===== config.mk =====
export PLATFORM = sky130hd
export DESIGN_NAME = interp_line_feeder
export DESIGN_NICKNAME = d
export VERILOG_FILES = /design/src/rtl/interp_line_feeder.sv
export SDC_FILE = /design/constraint.sdc
export NUM_CORES = 1
export LEC_CHECK = 0
export ABC_AREA = 1
export CAP_MARGIN = 10
export CORE_MARGIN = 2
export CORE_UTILIZATION = 35
export CTS_CLUSTER_DIAMETER = 40
export DETAILED_ROUTE_END_ITERATION = 6
export GPL_TIMING_DRIVEN = 0
export PLACE_DENSITY_LB_ADDON = 0.08
export SLEW_MARGIN = 20
export SYNTH_ARGS = -nofsm -noshare
export SYNTH_HDL_FRONTEND = slang
export SYNTH_SLANG_ARGS = --single-unit

===== constraint.sdc =====
create_clock -name clock -period 2.7 [get_ports clock]
set_input_delay 0.675 -clock clock [delete_from_list [all_inputs] [get_ports clock]]
set_output_delay 0.675 -clock clock [all_outputs]
set_load 0.02 [all_outputs]

===== src/rtl/interp_line_feeder.sv =====
// Streams a frame from memory as edge-replicated lines for a line interpolator.
// Optional READY_STALL_EN: when defined, ready low freezes the whole feeder.
module interp_line_feeder #(
  parameter int unsigned WIDTH  = 16,
  parameter int unsigned HEIGHT = 16,
  parameter int unsigned LEAD   = 7,
  parameter int unsigned TAIL   = 6
) (
  input  logic       clock,
  input  logic       reset_n,
  input  logic       start,
  input  logic       dir,
  input  logic       ready,
  output logic [7:0] rd_addr,
  output logic       rd_en,
  input  logic [7:0] rd_data,
  output logic [7:0] data_out,
  output logic       data_valid,
  output logic       cap_valid,
  output logic [7:0] cap_addr,
  output logic       busy,
  output logic       done
);
  localparam int unsigned AW = 8;
  localparam int unsigned CW = 16;
  localparam logic [CW-1:0] W_C    = CW'(WIDTH);
  localparam logic [CW-1:0] H_C    = CW'(HEIGHT);
  localparam logic [CW-1:0] LEAD_C = CW'(LEAD);
  localparam logic [CW-1:0] TAIL_C = CW'(TAIL);
  localparam logic [CW-1:0] ONE_C  = CW'(1);

  typedef enum logic [1:0] {IDLE, FEED, FLUSH, DONE} state_t;

  // Slot tag travelling alongside the memory read
  typedef struct packed {
    logic          valid;
    logic          cap;
    logic          last;
    logic [AW-1:0] cap_addr;
  } tag_t;

  state_t        state, state_nxt;
  logic          en;
  logic          dir_q;
  logic [CW-1:0] slot, line;
  logic [CW-1:0] n_pix, n_line, pix, cidx, addr_full, cap_full;
  logic          last_slot, last_line, is_cap;
  tag_t          tag1, tag2;
  logic          dv_q, cv_q, last_q;

`ifdef READY_STALL_EN
  assign en = ready;
`else
  logic unused_ready;
  assign unused_ready = ready;
  assign en = 1'b1;
`endif

  assign rd_en      = busy & en;
  assign data_valid = dv_q & en;
  assign cap_valid  = cv_q & en;

  // Slot -> pixel -> memory address, with edge replication at both ends
  always_comb begin
    n_pix     = dir_q ? H_C : W_C;
    n_line    = dir_q ? W_C : H_C;
    last_slot = (slot == LEAD_C + n_pix + TAIL_C - ONE_C);
    last_line = (line == n_line - ONE_C);
    if (slot < LEAD_C)              pix = '0;
    else if (slot < LEAD_C + n_pix) pix = slot - LEAD_C;
    else                            pix = n_pix - ONE_C;
    is_cap    = (slot >= LEAD_C + TAIL_C);
    cidx      = slot - (LEAD_C + TAIL_C);
    addr_full = dir_q ? (pix * W_C + line) : (line * W_C + pix);
    cap_full  = dir_q ? (cidx * W_C + line) : (line * W_C + cidx);
  end

  always_comb begin
    state_nxt = state;
    case (state)
      IDLE:    if (start) state_nxt = FEED;
      FEED:    if (en && last_slot && last_line) state_nxt = FLUSH;
      FLUSH:   if (en && last_q) state_nxt = DONE;
      DONE:    state_nxt = IDLE;
      default: state_nxt = IDLE;
    endcase
  end

  always_ff @(posedge clock or negedge reset_n) begin
    if (!reset_n) begin
      state <= IDLE;
      busy  <= 1'b0;
      done  <= 1'b0;
    end else begin
      state <= state_nxt;
      busy  <= (state_nxt == FEED) || (state_nxt == FLUSH);
      done  <= (state_nxt == DONE);
    end
  end

  always_ff @(posedge clock or negedge reset_n) begin
    if (!reset_n) begin
      slot  <= '0;
      line  <= '0;
      dir_q <= 1'b0;
    end else if (state == IDLE) begin
      slot <= '0;
      line <= '0;
      if (start) dir_q <= dir;
    end else if ((state == FEED) && en) begin
      if (last_slot) begin
        slot <= '0;
        line <= line + ONE_C;
      end else begin
        slot <= slot + ONE_C;
      end
    end
  end

  // Issue register, memory-latency stage, output register
  always_ff @(posedge clock or negedge reset_n) begin
    if (!reset_n) begin
      rd_addr  <= '0;
      tag1     <= '0;
      tag2     <= '0;
      data_out <= '0;
      cap_addr <= '0;
      dv_q     <= 1'b0;
      cv_q     <= 1'b0;
      last_q   <= 1'b0;
    end else if (en) begin
      if (state == FEED) rd_addr <= AW'(addr_full);
      tag1.valid    <= (state == FEED);
      tag1.cap      <= (state == FEED) && is_cap;
      tag1.last     <= (state == FEED) && last_slot && last_line;
      tag1.cap_addr <= AW'(cap_full);
      tag2          <= tag1;
      dv_q          <= tag2.valid;
      cv_q          <= tag2.cap;
      last_q        <= tag2.last;
      if (tag2.valid) begin
        data_out <= rd_data;
        cap_addr <= tag2.cap_addr;
      end
    end
  end
endmodule

### Word level (Yosys, flattened, before mapping)

Cells that the tools add are included.

| word-level totals | value |
|---|---|
| output and inout port bits | 29 |
| bits in registers | 86 |

| operators by class | value |
|---|---|
| equal/unequal tests | 8 |
| mux-type cells | 14 |
| order comparisons | 3 |
| add/subtract/negate cells | 8 |
| reductions and logical operators | 10 |

Operators with widths:

| kind | count |
|---|---|
| 16-bit two-way mux | 6 |
| 16-bit by 1-bit adder with 16-bit output (second input constant) | 2 |
| 8-bit adder | 4 |
| 8-bit two-way mux | 4 |
| 16-bit by 4-bit equality test with 1-bit output (second input constant) | 1 |
| 16-bit by 5-bit equality test with 1-bit output (second input constant) | 1 |
| 16-bit by 4-bit >= comparator with 1-bit output (second input constant) | 1 |
| 16-bit by 3-bit < comparator with 1-bit output (second input constant) | 1 |
| 16-bit by 5-bit < comparator with 1-bit output (second input constant) | 1 |
| 2-bit equality test (second input constant) | 4 |
| 2-bit case mux with 4 select lines | 1 |
| 8-bit by 3-bit subtractor with 8-bit output (second input constant) | 1 |
| 8-bit by 4-bit subtractor with 8-bit output (second input constant) | 1 |
| 2-bit two-way mux | 3 |
| 2-bit by 1-bit equality test with 1-bit output (second input constant) | 2 |
| 1-bit logical AND | 4 |
| 2-bit AND reduction | 2 |
| 2-bit nonzero test | 2 |
| 2-bit logical NOT | 1 |
| 1-bit logical OR | 1 |

### Longest topological paths before layout

Gate-level depths: netlist of the first run.

| logic depth | value |
|---|---|
| word-level depth | 6 |
| mapped depth | 18 |

### Worst setup path after synthesis of the first run

No wires, ideal clock.

| path | value |
|---|---|
| path type | reg-to-reg |
| from | reg slot[0] |
| to | reg rd_addr[7] |
| required time | 2,583 ps |
| path slack | 407 ps |
| clock period less this slack | 2,293 ps |
| arrival | 2,177 ps |
| path buffers | 0 |
| stages on the path, launching flop included | 17 |
| cell sequence | dfrtp_1 -> ha_1 -> nand2_1 -> nand2_1 -> nand2_1 -> nand3_1 -> inv_2 -> o21ai_0 -> ha_1 -> a21oi_1 -> nand2_1 -> xor2_1 -> nand3_1 -> nand3_1 -> nand2_1 -> nand2_1 -> nand2_1 |

| on the way | value |
|---|---|
| word-level cells in the longest chain between the ends | 5 |
| elaborated cells between the ends (all ways) | 8 |
| those cells by class | add/sub (3); order compare (2); mux (3) |

RTL lines:

| element | line | RTL |
|---|---|---|
| start: declaration | 45 | `logic [CW-1:0] slot, line;` |
| start signal: assignment | 115 | `slot <= slot + ONE_C;` |
| 16-bit by 5-bit < comparator with 1-bit output or 8-bit by 3-bit subtractor with 8-bit output (tied branches) | 70 | `else if (slot < LEAD_C + n_pix) pix = slot - LEAD_C;` |
| 8-bit two-way mux | 70 |  |
| 8-bit two-way mux * | 69 | `if (slot < LEAD_C) pix = '0;` |
| 8-bit adder | 74 | `addr_full = dir_q ? (pix * W_C + line) : (line * W_C + pix);` |
| 8-bit two-way mux * | 74 |  |
| end signal: assignment | 132 | `if (state == FEED) rd_addr <= AW'(addr_full);` |
| end: declaration | 14 | `output logic [7:0] rd_addr,` |

Mark *: on every way between the ends. The rest lies on a longest branch, timed or not.
A chain may end at the register's enable or synchronous reset.

### Worst setup path in the final report of the first run

Same ends and word-level chain as after synthesis.

==> results of run 1 <==
==> synth_stat cells, types with 6 or more instances <==
library cell | n | share of area, %
nor3_1 | 10 | 1.1
o21ai_0 | 26 | 2.8
dfrtp_1 | 86 | 46
inv_1 | 46 | 3.7
nor2_2 | 6 | 0.81
buf_4 | 6 | 0.97
ha_1 | 18 | 4.8
nand2_1 | 109 | 8.8
a21oi_1 | 13 | 1.4
mux2_2 | 16 | 3.9
nand3_1 | 31 | 3.3
nor2_1 | 46 | 3.7
clkbuf_1 | 6 | 0.48
xor2_1 | 22 | 4.1
nand4_1 | 13 | 1.7
==> path summary, 6_finish.rpt <==
| check | startpoint | to | slack [ps] | cells past startpoint |
|---|---|---|---|---|
| worst max-delay path | slot[0] | rd_addr[7] | 200 | 16 |
| worst min-delay path | reset_n | data_out[7] | 300 | 1 |
| worst max register to register | slot[0] | rd_addr[7] | 200 | 16 |
| worst min register to register | tag1[9] | tag2[9] | 350 | 0 |
| max in group asynchronous | reset_n | slot[0] | 1780 | 2 |
| min in group clock | tag1[9] | tag2[9] | 350 | 0 |
==> through the flow <==
stage / setup slack, ps / instance area [um2] / utilization (%)
after detailed placement: 13.26 / 5313 / 40.44
after CTS: 42.08 / 5607 / 42.68
after global routing: 5.750 / 5659 / 43.08
after floorplan: 406.5 / 4667 / -
final: 196.2 / 5659 / 43.08
after global placement: -2288 / 5288 / 40.25
==> critical path, stage by stage (launching register included) <==
cell,delay [ps]
dfrtp_2,440
ha_2,210
nand2_1,100
nand2_1,90
nand2_1,90
nand3_2,120
inv_2,110
o21ai_1,100
ha_1,350
a21oi_1,160
nand2_1,80
xor2_1,180
nand3_1,90
nand3_1,90
nand2_1,80
nand2_1,70
nand2_1,50
==> state kept, by name, indices dropped and copies added (netlist names), 2 cells and up <==
| name | count |
|---|---|
| cap_addr | 8 |
| tag2 | 11 |
| tag1 | 11 |
| slot | 16 |
| line | 16 |
| state | 2 |
| data_out | 8 |
| rd_addr | 8 |
==> metal layers <==
| layer | vias to the layer above | track usage [%] | routed length (um) |
|---|---|---|---|
| li1 | 1828 | - | - |
| met1 | 1722 | 21.90 | 5148 |
| met2 | 73 | 25.68 | 4932 |
| met3 | 15 | 3.065 | 396 |
| met4 | 0 | 8.162 | 246 |
| met5 | - | 0 | 0 |
==> cell usage in the layout (no fill, tap or decap), types with 4 or more instances in the layout <==
master / Yosys / final
o21ai_0: 26 / 25
clkinvlp_4: 0 / 4
clkdlybuf4s50_1: 0 / 39
a31oi_1: 4 / 4
buf_6: 4 / 4
dfrtp_1: 86 / 85
inv_1: 46 / 45
xnor2_1: 5 / 5
ha_1: 18 / 17
fa_1: 4 / 4
a21oi_1: 13 / 13
nor3_2: 4 / 4
nor3_1: 10 / 10
nand3_1: 31 / 30
inv_2: 3 / 4
nor2_2: 6 / 6
nand3_2: 3 / 4
clkbuf_16: 0 / 9
mux2_2: 16 / 16
o22ai_1: 5 / 5
nand4_1: 13 / 13
xor2_1: 22 / 22
buf_4: 6 / 13
clkbuf_1: 6 / 8
nor2_1: 46 / 46
nand2_1: 109 / 109
o31ai_1: 4 / 4
==> cells by family after synthesis <==
kind of cell	share of synthesized area, %
xor+xnor	5.071
other cells	0.08042
simple gates	23.83
fa+ha+maj	6.547
buf+inv	6.761
flops	46.15
compound gates	7.700
mux	3.864
==> layout make-up <==
type / count / area, um2 / share of cell area [%]
Inverter: 50 / 192.7 / 3.405
Clock buffer: 11 / 232.7 / 4.112
Tap cell: 176 / 220.2 / 3.891
Sequential cell: 86 / 2153 / 38.05
Clock inverter: 5 / 60.06 / 1.061
Multi-Input combinational cell: 364 / 2207 / 39.00
Buffer: 18 / 122.6 / 2.167
Timing Repair Buffer: 47 / 470.5 / 8.313
==> power by group <==
part	total [mW]	switching, mW	internal, mW
sequential	1.30	0.00282	1.29
combinational	0.0737	0.0401	0.0336
clock	1.23	0.513	0.717
total	2.60	0.555	2.05
==> repair_timing <==
| item | in CTS | in global routing |
|---|---|---|
| resized for setup | 1 | 4 |
| endpoints found under the setup margin | 1 | 3 |
| setup buffers | 0 | 6 |
| pin swaps | 0 | 1 |
| hold endpoints to repair | 0 | 0 |
==> metrics.md, run 1 <==
| Metric | Value |
|---|---|
| Fin nets | `611` |
| Setup Skew | `4.498 ps` |
| Max-cap violation count | `0` |
| Peak supply drop | `0.0002146 V` |
| CP max FO | `6` |
| Height of the die | `119.4 um` |
| Leak pwr | `2.486 nW` |
| Yosys warns | `0` |
| Clock Tree Buf Depth | `2` |
| Seq cells post-synth | `between 80 and 90` |
| TritonCTS buffer count | `9` |
| Total power | `2.601 mW` |
| Synth Flop Type | `dfrtp_1` |
| Crit end category | `register` |
| PwrDens | `459.6 nW/um2` |
| GRT Total Usage | `16.43%` |
| DR vias | `3638` |
| Num rows | `42` |
| First DRT Iteration DRCs | `between 200 and 250` |
| Area growth, synth to finish | `21.36%` |
| Finished Layout Cells | `757` |
| I/O pins | `42` |
| Initial antenna violation count | `0` |
| Root Driver | `clkbuf_16` |
| Worst-margin pin slew | `roughly 570 ps` |
| Hold Buf Count CTS | `0` |
| Total routed wirelength | `10720 um` |
| Slew Limit Fails | `0` |
| Post-DP HPWL | `roughly 7900 um` |
| Gpl congestion | `0.8554` |
| Core Box Area | `13140 um2` |
| Crit path arrival time | `around 2700 ps` |
| Ant diodes | `0` |
| # setup viols final | `0` |
| Post-synth ARST share | `100.0%` |
| Vias in the first global route | `3629` |
| Pin count of the biggest net entering global routing | `a little under 50` |
| Crit Path Class | `register to register` |
| First-pass GRT wire length | `~18000 um` |
| Setup TNS | `0 ps` |
| Post-synth EDFFs | `0` |
| Outcome | `finished, final reports clean` |
| Buffers on Ports | `40` |
| Mapped Cells | `approximately 520` |
| Synthesized area per cell | `9.020 um2` |
| Crit path launch type | `register` |
| H-tree levels | `3` |
| WL/cell | `between 10 and 15 um` |
| Hold Fails Final Rpt | `0` |
| Clk sinks | `86` |
| CTS tree | `done` |
| Worst skew pair latency | `340 ps` |
| Sequential area share after synthesis | `a little under half` |
| Routed Antenna Nets | `0` |
| Vias per inst | `around 4.8` |
| Final Hold Slack | `slightly above 300 ps` |
| Clk pin slew, worst setup/hold paths | `roughly 60 ps` |
| Worst slew margin | `62.01%` |
| Crit path required time | `2940 ps` |
| Crit path time final | `2504 ps` |
| Cells after DPL | `roughly 740` |
| Initial Utilization | `between 30% and 40%` |
| Drt pass-1 iters | `4` |
| GRT overflow | `0` |
| Filler cell count | `1312` |
| Hold WC Path Type | `input port to async pin` |
| RSZ-0062 raised after global routing | `no` |
| Synth cell types | `43` |
| Drc violations | `0` |
| Fmax achieved | `399.4 MHz` |
| Period utilisation layout | `92.74%` |
| Synthesized area | `4663 um2` |
| Die X | `between 100 and 150 um` |
| Die area | `14260 um2` |
| Layout cell share with drive strength beyond 1 | `14.80%` |
(Power assumes the default switching activity.)
==> run 2: changes to the inputs <==
CAP_MARGIN = not set   (was 10)
GPL_TIMING_DRIVEN = not set   (was 0)
HOLD_SLACK_MARGIN = 0.06   (was not set)
==> metrics.md, run 2 (synthesis gave the netlist of run 1 again) <==
| Metric | Value |
|---|---|
| Outcome | `finished, final reports clean` |
| PwrDens | `455.7 nW/um2 (-0.83%)` |
| CP bufs+invs | `3 (+2)` |
| Vias in the first global route | `3587 (-1.2%)` |
| Crit end category | `register` |
| Fin nets | `595 (-2.6%)` |
| Biggest regs | `line x16, slot x16` |
| Setup ws final | `220.2 ps (+24.01 ps)` |
| Worst-path cell chain | `buf_4 > inv_1 > ha_1 > inv_1 > nand2_1 > nand2_1 > xor2_2 > ha_1 > a21oi_1 > nand2_1 > xor2_1 > a21oi_1 > o21ai_1 > nand2_1` |
| GRT overflow | `0 (unchanged)` |
| Crit path arrival time | `2700 ps (-40 ps)` |
| Crit path time final | `2480 ps (-24.01 ps)` |
| Commonest non-fill, non-tap cells in the layout | `109 x nand2_1, 86 x dfrtp_1, 46 x inv_1, 46 x nor2_1, 39 x clkdlybuf4s50_1` |
| Crit path launch type | `register` |
| Dpl ws | `165.4 ps (+152.1 ps)` |
| Vias per inst | `4.814 (+0.17%)` |
| Post-DP HPWL | `7721 um (-2.4%)` |
| Number of cells on the critical path | `14 (-2)` |
| Clk sinks | `86 (unchanged)` |
| Height of the die | `119.4 um (unchanged)` |
| H-tree levels | `3 (unchanged)` |
| Crit Path Class | `register to register` |
| Fin area | `5543 um2 (-2.1%)` |
| Largest stage delay on the critical path | `380 ps (-60 ps)` |
| Area growth, synth to finish | `18.86%` |
| Filler cell count | `1328 (+1.2%)` |
| Clk pwr share | `45.7% (-1.6 points)` |
| Worst r2r path cells | `14 (-2)` |
| Slowest cell on the critical path | `dfrtp_1` |
| Hold Fails Final Rpt | `0 (unchanged)` |
| DR vias | `3567 (-2.0%)` |
| Clk pin slew, worst setup/hold paths | `60 ps (about the same)` |
| First DRT Iteration DRCs | `248 (+6.0%)` |
| Worst slew margin | `56.04% (-6.0 points)` |
| Peak supply drop | `0.0002975 V (+39%)` |
| TritonCTS buffer count | `9 (unchanged)` |
| Buffers on Ports | `40 (unchanged)` |
| Total power | `2.526 mW (-2.9%)` |
| Hold Buf Count CTS | `0 (unchanged)` |
| Die area | `14260 um2 (unchanged)` |
| Die X | `119.4 um (unchanged)` |
| Worst R2R Start | `slot[0]` |
| Logic pwr share | `2.9% (about the same)` |
| Reg2reg setup slack | `220 ps (+20 ps)` |
| Max-cap violation count | `0 (unchanged)` |
| Crit path from | `slot[0]` |
| Fmax achieved | `403.3 MHz (+0.97%)` |
| Final Hold Slack | `172.5 ps (-129.8 ps)` |
| Worst-margin pin slew | `659.3 ps (+89.56 ps)` |
| First-pass GRT wire length | `17970 um (-1.5%)` |
| Layout cell share with drive strength beyond 1 | `13.81% (-1.0 points)` |
| Most common cell after layout, fill and taps aside | `nand2_1` |
| Setup TNS | `0 ps (unchanged)` |
| Most common cell on crit path | `nand2_1` |
| Hold WC Path Type | `input port to async pin` |
| Leak pwr | `2.449 nW (-1.5%)` |
| GRT Total Usage | `16.08% (-0.35 points)` |
| Period utilisation layout | `91.85% (-0.89 points)` |
| # setup viols final | `0 (unchanged)` |
| Net Sw Frac | `22.42% (+1.1 points)` |
| Num rows | `42 (unchanged)` |
| Slew Limit Fails | `0 (unchanged)` |
| CP Capture Point | `tag1[7]` |
| Finished Layout Cells | `741 (-2.1%)` |
| Core Box Area | `13140 um2 (unchanged)` |
| Final core occ | `42.19% (-0.89 points)` |
| Ant diodes | `0 (unchanged)` |
| Cells after DPL | `725 (-1.4%)` |
| Clock Tree Buf Depth | `2 (unchanged)` |
| Drt pass-1 iters | `4 (unchanged)` |
| CP max FO | `8 (+2)` |
| Placed Area | `5243 um2 (-1.3%)` |
| I/O pins | `42 (unchanged)` |
| M1 wire length | `4912 um (-4.6%)` |
| Internal power | `1.960 mW (-4.2%)` |
| Initial antenna violation count | `0 (unchanged)` |
| Register share of total power | `51.4% (+1.5 points)` |
| Setup Skew | `5.595 ps (+1.097 ps)` |
| Root Driver | `clkbuf_16` |
| Worst skew pair latency | `340 ps (about the same)` |
| Sw Pwr | `0.5664 mW (+2.0%)` |
| Initial Utilization | `35.50% (unchanged)` |
| Met2 wire length | `4879 um (-1.1%)` |
| Crit path required time | `2920 ps (-20 ps)` |
| WL/cell | `14.09 um (-0.51%)` |
| Routed Antenna Nets | `0 (unchanged)` |
| Highest routed metal layer | `met4` |
| CTS tree | `done` |
| Largest delay share family, worst path | `adder cells` |
| Total routed wirelength | `10440 um (-2.6%)` |
| Gpl congestion | `0.8198 (-4.2%)` |
| Drc violations | `0 (unchanged)` |
| Met3 Routed Length | `433 um (+9.3%)` |
| Reg-to-reg endpoint | `tag1[7]` |
| Pin count of the biggest net entering global routing | `47 (-4.1%)` |
run 2: cell count changes in the layout (fill, tap and decap cells not counted), moves of 3 or more:
cell | previous run | this run
inv_6 | 0 | 3
clkinvlp_4 | 4 | 0
buf_4 | 13 | 9
buf_6 | 4 | 0
clkbuf_1 | 8 | 1
run 2: power by group through the flow:
stage                     Clock (mW)  Sequential, mW  Combinational (mW)
after floorplan                    0            1.33             0.00868
after global placement             0            1.32              0.0763
after detailed placement           0            1.32              0.0776
after CTS                       1.20            1.30              0.0774
after global routing            1.25            1.30              0.0839
final                           1.15            1.30              0.0742
run 2: per-layer routing:
metal / GRT usage, % / vias up
li1: - / 1783
met1: 21.03 / 1696
met2: 26.22 / 73
met3: 2.969 / 15
met4: 6.765 / 0
met5: 0 / -
run 2: worst min-delay path by stage:
| stage | startpoint | to | slack (ps) | cells after the start |
|---|---|---|---|---|
| final | reset_n | data_out[7] | 170 | 1 |
| after global routing | reset_n | rd_addr[0] | 170 | 1 |
| after CTS | reset_n | rd_addr[0] | 160 | 1 |
| after detailed placement | tag1[3] | tag2[3] | 330 | 0 |
| after global placement | tag2[8] | last_q | 330 | 0 |
| after floorplan | tag2[9] | cap_valid | 330 | 0 |
run 2: cell type report:
cell class	count	area, um2	share of cell area (%)
clock buffers	10	229.0	4.131
clock inverters	6	45.04	0.8126
inverters	50	192.7	3.476
multi-input cells	364	2226	40.16
flip-flops and latches	86	2152	38.83
well taps	176	220.2	3.973
repair buffers	49	478.0	8.623
run 2: worst reg2reg max path: stages, from the launching register on:
cell	delay [ps]
dfrtp_1	380
buf_4	180
inv_1	130
ha_1	200
inv_1	70
nand2_1	110
nand2_1	100
xor2_2	170
ha_1	330
a21oi_1	160
nand2_1	70
xor2_1	180
a21oi_1	90
o21ai_1	120
nand2_1	90
run 2: timing repair:
action / in CTS / in global routing
endpoints found under the setup margin: 0 / 4
setup buffers: 0 / 0
resized for setup: 0 / 8
==> run 3: changes to the inputs <==
ABC_AREA = not set   (was 1)
==> metrics.md, run 3 <==
| Metric | Value |
|---|---|
| TritonCTS buffer count | `9 (unchanged)` |
| Crit path from | `slot[1]` |
| Crit path launch type | `register` |
| Clk pin slew, worst setup/hold paths | `60 ps (about the same)` |
| Crit path time final | `2494 ps (+14.64 ps)` |
| Placed Area | `5084 um2 (-3.0%)` |
| Setup Skew | `5.887 ps (+0.2925 ps)` |
| Root Driver | `clkbuf_16` |
| Final Hold Slack | `273.4 ps (+101.0 ps)` |
| Buffers on Ports | `40 (unchanged)` |
| Drt pass-1 iters | `4 (unchanged)` |
| Die area | `13290 um2 (-6.8%)` |
| Routed Antenna Nets | `0 (unchanged)` |
| Number of cells on the critical path | `12 (-2)` |
| Synthesized area | `4335 um2 (-7.0%)` |
| Synth cell count leaders | `86 x dfrtp_1, 41 x nand2_1, 35 x o21ai_0, 30 x nor2_1, 23 x mux2_2` |
| Clock Tree Buf Depth | `2 (unchanged)` |
| Period utilisation layout | `92.39% (+0.54 points)` |
| Area growth, synth to finish | `25.66%` |
| Leak pwr | `2.386 nW (-2.6%)` |
| Biggest regs | `line x16, slot x16` |
| Initial antenna violation count | `0 (unchanged)` |
| Max-cap violation count | `0 (unchanged)` |
| Synthesized area per cell | `10.55 um2 (+17%)` |
| Fmax achieved | `400.9 MHz (-0.59%)` |
| I/O pins | `42 (unchanged)` |
| Setup TNS | `0 ps (unchanged)` |
| Mapped Cells | `411 (-21%)` |
| Most common cell on crit path | `inv_1` |
| Synth Flop Type | `dfrtp_1` |
| Most common cell after layout, fill and taps aside | `dfrtp_1` |
| Yosys warns | `0 (unchanged)` |
| Slowest cell on the critical path | `dfrtp_2` |
| Worst r2r path cells | `12 (-2)` |
| Peak supply drop | `0.0002457 V (-17%)` |
| Total power | `2.704 mW (+7.0%)` |
| Worst slew margin | `43.65% (-12 points)` |
| Crit end category | `register` |
| Post-synth ARST share | `100.0% (unchanged)` |
| Post-synth EDFFs | `0 (unchanged)` |
| Finished Layout Cells | `646 (-13%)` |
| Largest delay share family, worst path | `adder cells` |
| Reg-to-reg endpoint | `rd_addr[7]` |
| Crit path arrival time | `2710 ps (about the same)` |
| Commonest non-fill, non-tap cells in the layout | `85 x dfrtp_1, 39 x nand2_1, 39 x clkdlybuf4s50_1` |
| Total routed wirelength | `9534 um (-8.7%)` |
| Yosys top cell area share | `49.64% (+3.5 points)` |
| Worst R2R Start | `slot[1]` |
| CP bufs+invs | `2 (-1)` |
| Gpl congestion | `0.8372 (+2.1%)` |
| PwrDens | `496.4 nW/um2 (+8.9%)` |
| Clk sinks | `86 (unchanged)` |
| Dpl ws | `19.86 ps (-145.5 ps)` |
| Crit Path Class | `register to register` |
| Largest stage delay on the critical path | `390 ps (about the same)` |
| Vias per inst | `4.929 (+2.4%)` |
| Outcome | `finished, final reports clean` |
| Drc violations | `0 (unchanged)` |
| CP Capture Point | `rd_addr[7]` |
| Fin nets | `508 (-15%)` |
| GRT Total Usage | `16.03% (-0.051 points)` |
| Worst-path cell chain | `inv_1 > ha_4 > inv_1 > maj3_1 > nand2_2 > ha_1 > a21o_1 > a21oi_2 > xor2_1 > xnor2_1 > mux2i_1 > a21oi_1` |
| Die X | `115.3 um (-3.5%)` |
| Num rows | `40 (-4.8%)` |
| Synth area leaders | `dfrtp_1 50%, mux2_2 6.0%, ha_1 5.2%, o21ai_0 4.0%, xnor2_1 3.6%` |
| Sequential area share after synthesis | `49.64% (+3.5 points)` |
| First DRT Iteration DRCs | `139 (-44%)` |
| H-tree levels | `3 (unchanged)` |
| CTS tree | `done` |
| Worst-margin pin slew | `845.3 ps (+186.0 ps)` |
| Reg2reg setup slack | `210 ps (about the same)` |
| Synth area leader | `dfrtp_1` |
| Vias in the first global route | `3350 (-6.6%)` |
| GRT overflow | `0 (unchanged)` |
| WL/cell | `14.76 um (+4.7%)` |
| Crit path required time | `2920 ps (about the same)` |
| Hold WC Path Type | `input port to async pin` |
| Cells after DPL | `628 (-13%)` |
| Height of the die | `115.3 um (-3.5%)` |
| Layout cell share with drive strength beyond 1 | `17.99% (+4.2 points)` |
| Ant diodes | `0 (unchanged)` |
| Initial Utilization | `35.94% (+0.45 points)` |
| Slew Limit Fails | `0 (unchanged)` |
| Pin count of the biggest net entering global routing | `40 (-15%)` |
| # setup viols final | `0 (unchanged)` |
| Fin area | `5448 um2 (-1.7%)` |
| Synth cell types | `46 (+7.0%)` |
| First-pass GRT wire length | `16260 um (-9.5%)` |
| Post-DP HPWL | `7015 um (-9.1%)` |
| Hold Fails Final Rpt | `0 (unchanged)` |
| Seq cells post-synth | `86 (unchanged)` |
| CP max FO | `4 (-4)` |
| Worst skew pair latency | `340 ps (about the same)` |
| Core Box Area | `12060 um2 (-8.2%)` |
| DR vias | `3184 (-11%)` |
| Final core occ | `45.17% (+3.0 points)` |
| Setup ws final | `205.5 ps (-14.64 ps)` |
| Most common cell in the netlist | `dfrtp_1` |
run 3: cell type report:
cell class                      count  area, um2
Fill cell                        1171       6614
Timing Repair Buffer               71      643.1
Clock buffer                       12      246.5
Multi-Input combinational cell    289       2064
Sequential cell                    86       2153
Clock inverter                      4      70.07
Tap cell                          168      210.2
Inverter                           16      60.06
run 3: kinds of logic (layout without fill, tap and decap cells):
group | count (synthesis) | count (layout) | share of synthesized area [%]
simple gates | 126 | 126 | 14.81
flops | 86 | 86 | 49.64
compound gates | 72 | 72 | 9.697
buf+inv | 37 | 103 | 3.550
xor+xnor | 33 | 33 | 6.667
mux | 33 | 33 | 8.283
fa+ha+maj | 23 | 23 | 7.273
other cells | 1 | 2 | 0.08650
run 3: layer usage:
layer | vias to the layer above | share of wire (%) | GRT usage [%] | wire length (um)
li1 | 1551 | - | - | -
met1 | 1566 | 46 | 20.74 | 4425
met2 | 54 | 48 | 26.27 | 4556
met3 | 13 | 3.6 | 2.952 | 341
met4 | 0 | 2.2 | 7.149 | 211
met5 | - | 0 | 0 | 0
run 3: worst reg2reg max path: stages (launching register included):
cell and delay [ps]:
dfrtp_2 390, inv_1 90, ha_4 270, inv_1 40, maj3_1 340, nand2_2 100, ha_1 220, a21o_1 160
a21oi_2 140, xor2_1 180, xnor2_1 90, mux2i_1 240, a21oi_1 100
run 3: power by group:
group	internal, mW	switching, mW
clock network	0.833	0.484
registers	1.30	0.00373
logic	0.0392	0.0476
run 3: how the worst min path moves through the flow:
stage                  from           to  slack [ps]  cells after the start
finish              reset_n  data_out[1]         270                      1
global route        reset_n  data_out[1]         300                      1
CTS                 reset_n  data_out[1]         290                      1
detailed placement  tag1[9]      tag2[9]         330                      0
global placement    tag1[4]      tag2[4]         330                      0
floorplan           tag2[9]    cap_valid         330                      0
run 3: timing repair:
item / CTS / global route
hold buffers: 0 / 0
resized for setup: 0 / 11
setup buffers: 0 / 2
hold endpoints to repair: 0 / 0
setup endpoints to repair: 0 / 3
==> variant 1 (flow settings as in run 2) <==
The option `READY_STALL_EN` is turned on by a define.
--- a/src/rtl/interp_line_feeder.sv
+++ b/src/rtl/interp_line_feeder.sv
@@ -1,4 +1,6 @@
 // Streams a frame from memory as edge-replicated lines for a line interpolator.
 // Optional READY_STALL_EN: when defined, ready low freezes the whole feeder.
+`define READY_STALL_EN
+
 module interp_line_feeder #(
   parameter int unsigned WIDTH  = 16,
Check against the original RTL: not equivalent (Yosys sat finds a counterexample within 4 cycles, from zero or initial values and one cycle with reset_n low).
==> variant 1 against run 2 <==
- worst setup slack lost 0.053 ns
- wire length increased by 10%
- sequential share of layout area down 2.2 points
- non-clock buffer count rose by 9
- sequential cell count unchanged
- power up 7.3%
- synthesized cell count increased by 15%
- synthesized area grew 4.2%
- utilization is 0.66 points higher
- count of clock-buffer cells in the layout increased by 1
- largest cell class unchanged
- final area is 6.1% higher
==> variant 1: results (changes against run 2) <==
Met1 WL: 5.57 mm (was 4.91 mm)
Fillcell total: 1386 (was 1328)
Commonest cells in the netlist: 151 x nand2_1, 86 x dfrtp_1, 61 x inv_1, 53 x nor2_1, 46 x o21ai_0 (was 109 x nand2_1, 86 x dfrtp_1, 46 x inv_1, 46 x nor2_1, 31 x nand3_1)
Seq/Total Area, Yosys: 0.443 (was 0.461)
DR pass1 iterations: 5 (was 4)
Layout cell share with drive strength beyond 1: 0.104 (was 0.138)
Data buffer area share: 0.0951 (was 0.0862)
VDD IR max: 0.333 mV (was 0.297 mV)
Fin Clk Skew: 0.00764 ns (was 0.00559 ns)
Multi-input gate area: 2370 sq um (was 2230 sq um)
Status: completed (unchanged)
Non-clock buffers: 58 (was 49)
Global Route met3 Usage: 0.0272 (was 0.0297)
GRT Util Overall: 0.167 (was 0.161)
DP Wirelength: 8.58 mm (was 7.72 mm)
Register area: 2150 sq um (about the same)
Global-route wire length before repair: 19.3 mm (was 18.0 mm)
Crit path DAT: 2.76 ns (was 2.70 ns)
Placement Cell Area: 5550 sq um (was 5240 sq um)
Inverters, non-clock: 66 (was 50)
Fin Hold WS: 0.306 ns (was 0.172 ns)
Vias in the first global route: 3816 (was 3587)
Cells after Synth: 596 (was 517)
Seq area share: 0.366 (was 0.388)
Yosys cell types: 42 (was 43)
Top cells by area, synth: dfrtp_1 44%, nand2_1 12%, o21ai_0 4.7% (was dfrtp_1 46%, nand2_1 8.8%, ha_1 4.8%)
Global Route met2 Usage: 0.262 (about the same)
Reg2reg setup slack: 0.17 ns (was 0.22 ns)
Met1 Track Usage GR: 0.230 (was 0.210)
Final clock-cell share: 0.0538 (was 0.0494)
Placer congestion estimate: 0.871 (was 0.820)
Drt wl/cell: 13.8 um (was 14.1 um)
1st-iter DRT viols: 276 (was 248)
Worst-path maximum fanout: 5 (was 8)
Slew margin rel.: 0.630 (was 0.560)
NumNets Final: 683 (was 595)
WL met2: 5.24 mm (was 4.88 mm)
Clkbuf count: 11 (was 10)
Multi-input gates: 427 (was 364)
Layout Cells excl Fill: 833 (was 741)
variant 1: worst max-delay path, stage by stage, from the launching register on:
cell and delay [ns]:
dfrtp_1 0.41, ha_1 0.20, nand2_1 0.07, nand2_1 0.11, nor2_1 0.06, nand2_1 0.09, inv_1 0.07, o21ai_1 0.23
ha_1 0.21, inv_1 0.06, fa_1 0.37, xor2_1 0.14, o21ai_0 0.09, a21oi_1 0.23, a21oi_1 0.07
variant 1: worst paths after layout:
| kind | start | end | cells past startpoint |
|---|---|---|---|
| min in group clock | tag1[8] | tag2[8] | 2 |
| worst max register to register | slot[1] | rd_addr[6] | 14 |
| worst min-delay path | reset_n | data_out[7] | 1 |
| worst max-delay path | slot[1] | rd_addr[6] | 14 |
| max in group asynchronous | reset_n | slot[0] | 2 |
| worst min register to register | tag1[8] | tag2[8] | 2 |
variant 1: timing repair:
action	CTS	global route
endpoints found under the setup margin	1	3
pin swaps	0	0
resized for setup	1	6
variant 1: per-stage QoR:
step / worst slack (ns) / total power, mW / utilization
2_1_floorplan: 0.429 / 1.35 / -
3_3_place_gp: -0.0214 / 1.41 / 0.404
3_5_place_dp: -0.0271 / 1.41 / 0.404
4_1_cts: 0.0422 / 2.76 / 0.427
5_1_grt: 0.0138 / 2.82 / 0.429
6_report: 0.167 / 2.71 / 0.429
variant 1: where the power goes:
group          internal [mW]  switching (mW)  total [mW]
registers               1.30         0.00369        1.30
clock network          0.812           0.514        1.33
logic                 0.0292          0.0515      0.0806
variant 1: cells by family after synthesis:
kind of cell | synth area share
buffers and inverters | 0.0731
muxes | 0.0206
AOI/OAI and AO/OA | 0.0994
DFF | 0.443
other | 0.000772
adders and majority gates | 0.0628
and+or+nand+nor | 0.266
xor gates and xnor gates | 0.0342
==> variant 2 (settings of run 2) <==
Without the edit above. The 4 states of `state_t` get a one-hot encoding in 4 bits.
--- a/src/rtl/interp_line_feeder.sv
+++ b/src/rtl/interp_line_feeder.sv
@@ -30,5 +30,5 @@
   localparam logic [CW-1:0] ONE_C  = CW'(1);
 
-  typedef enum logic [1:0] {IDLE, FEED, FLUSH, DONE} state_t;
+  typedef enum logic [3:0] {IDLE = 4'b0001, FEED = 4'b0010, FLUSH = 4'b0100, DONE = 4'b1000} state_t;
 
   // Slot tag travelling alongside the memory read
Behaviour: same outputs for any inputs over 10 cycles, from zero or initial values and one cycle with reset_n low; not proved beyond that.
==> variant 2 against run 2 <==
- wire length is 1.8% higher
- final area is 0.18% higher
- largest cell class is now flip-flops and latches
- critical path depth is 3 higher
- first-iteration DRC count is 24% lower
- cell count is 0.81% higher
- synthesized area is 1.5% lower
- sequential cell count is 2 higher
- worst setup slack better by 0.00084 ns
Power is not compared: it rests on default switching activity, and its combinational part moved more than twofold at a synthesized area within 25%.
==> variant 2: results (changes against run 2) <==
Status: completed (unchanged)
Fin Clk Skew: 0.00435 ns (was 0.00559 ns)
DR pass1 iterations: 7 (was 4)
Final wirelength: 10.6 mm (was 10.4 mm)
Crit-path leading delay family: simple AND/OR/NAND/NOR gates (was adder cells)
Fillcell total: 1313 (was 1328)
Multi-input gates: 369 (was 364)
Worst-path maximum fanout: 6 (was 8)
End of the critical path: rd_addr[7] (was tag1[7])
Top cells by area, synth: dfrtp_1 47%, nand2_1 9.2%, ha_1 4.4% (was dfrtp_1 46%, nand2_1 8.8%, ha_1 4.8%)
Layout cell share with drive strength beyond 1: 0.115 (was 0.138)
Compound-gate portion of the synthesized area: 0.0850 (was 0.0770)
Place WS: 0.198 ns (was 0.165 ns)
Inverters, non-clock: 49 (was 50)
Non-clock buffers: 54 (was 49)
Global-route wire length before repair: 17.9 mm (was 18.0 mm)
Area growth from synthesis to layout: 20.9% (was 18.9%)
Placer congestion estimate: 0.841 (was 0.820)
Vias in the first global route: 3521 (was 3587)
Reg2reg setup slack: 0.22 ns (about the same)
Tmin final: 2.48 ns (about the same)
R2R cell count: 17 (was 14)
Reg-to-Reg Start: slot[9] (was slot[0])
Via density: 4.85 (was 4.81)
GRT Util Overall: 0.162 (was 0.161)
DP Wirelength: 7.89 mm (was 7.72 mm)
-- variant 2: changes by cell type in the layout (fill, tap and decap cells not counted), sizes merged, moves of 4 or more --
cell | before | now
a21oi | 13 | 28
nand2 | 112 | 118
xor2 | 22 | 16
buf | 10 | 15
o31ai | 5 | 1
-- variant 2: report_power, final --
group / internal (mW) / switching (mW)
registers: 1.63 / 0.152
clock network: 0.807 / 0.507
logic: 0.649 / 0.916
total: 3.08 / 1.58
-- variant 2: metrics by stage --
step                hold slack (ns)  cells   util  total power, mW  area [sq um]
global placement              0.334    732  0.412             3.37          5240
CTS                           0.349    747  0.436             4.73          5550
floorplan                     0.331    520      -             2.73          4600
finish                        0.331    747  0.436             4.66          5550
detailed placement            0.335    732  0.412             3.39          5240
global route                  0.354    747  0.436             4.96          5550
-- variant 2: per-layer routing --
layer	global-route usage	vias to the layer above	part of all wire
li1	-	1815	-
met1	0.212	1731	0.47
met2	0.260	68	0.48
met3	0.0434	10	0.043
met4	0.0558	0	0.014
met5	0	-	0
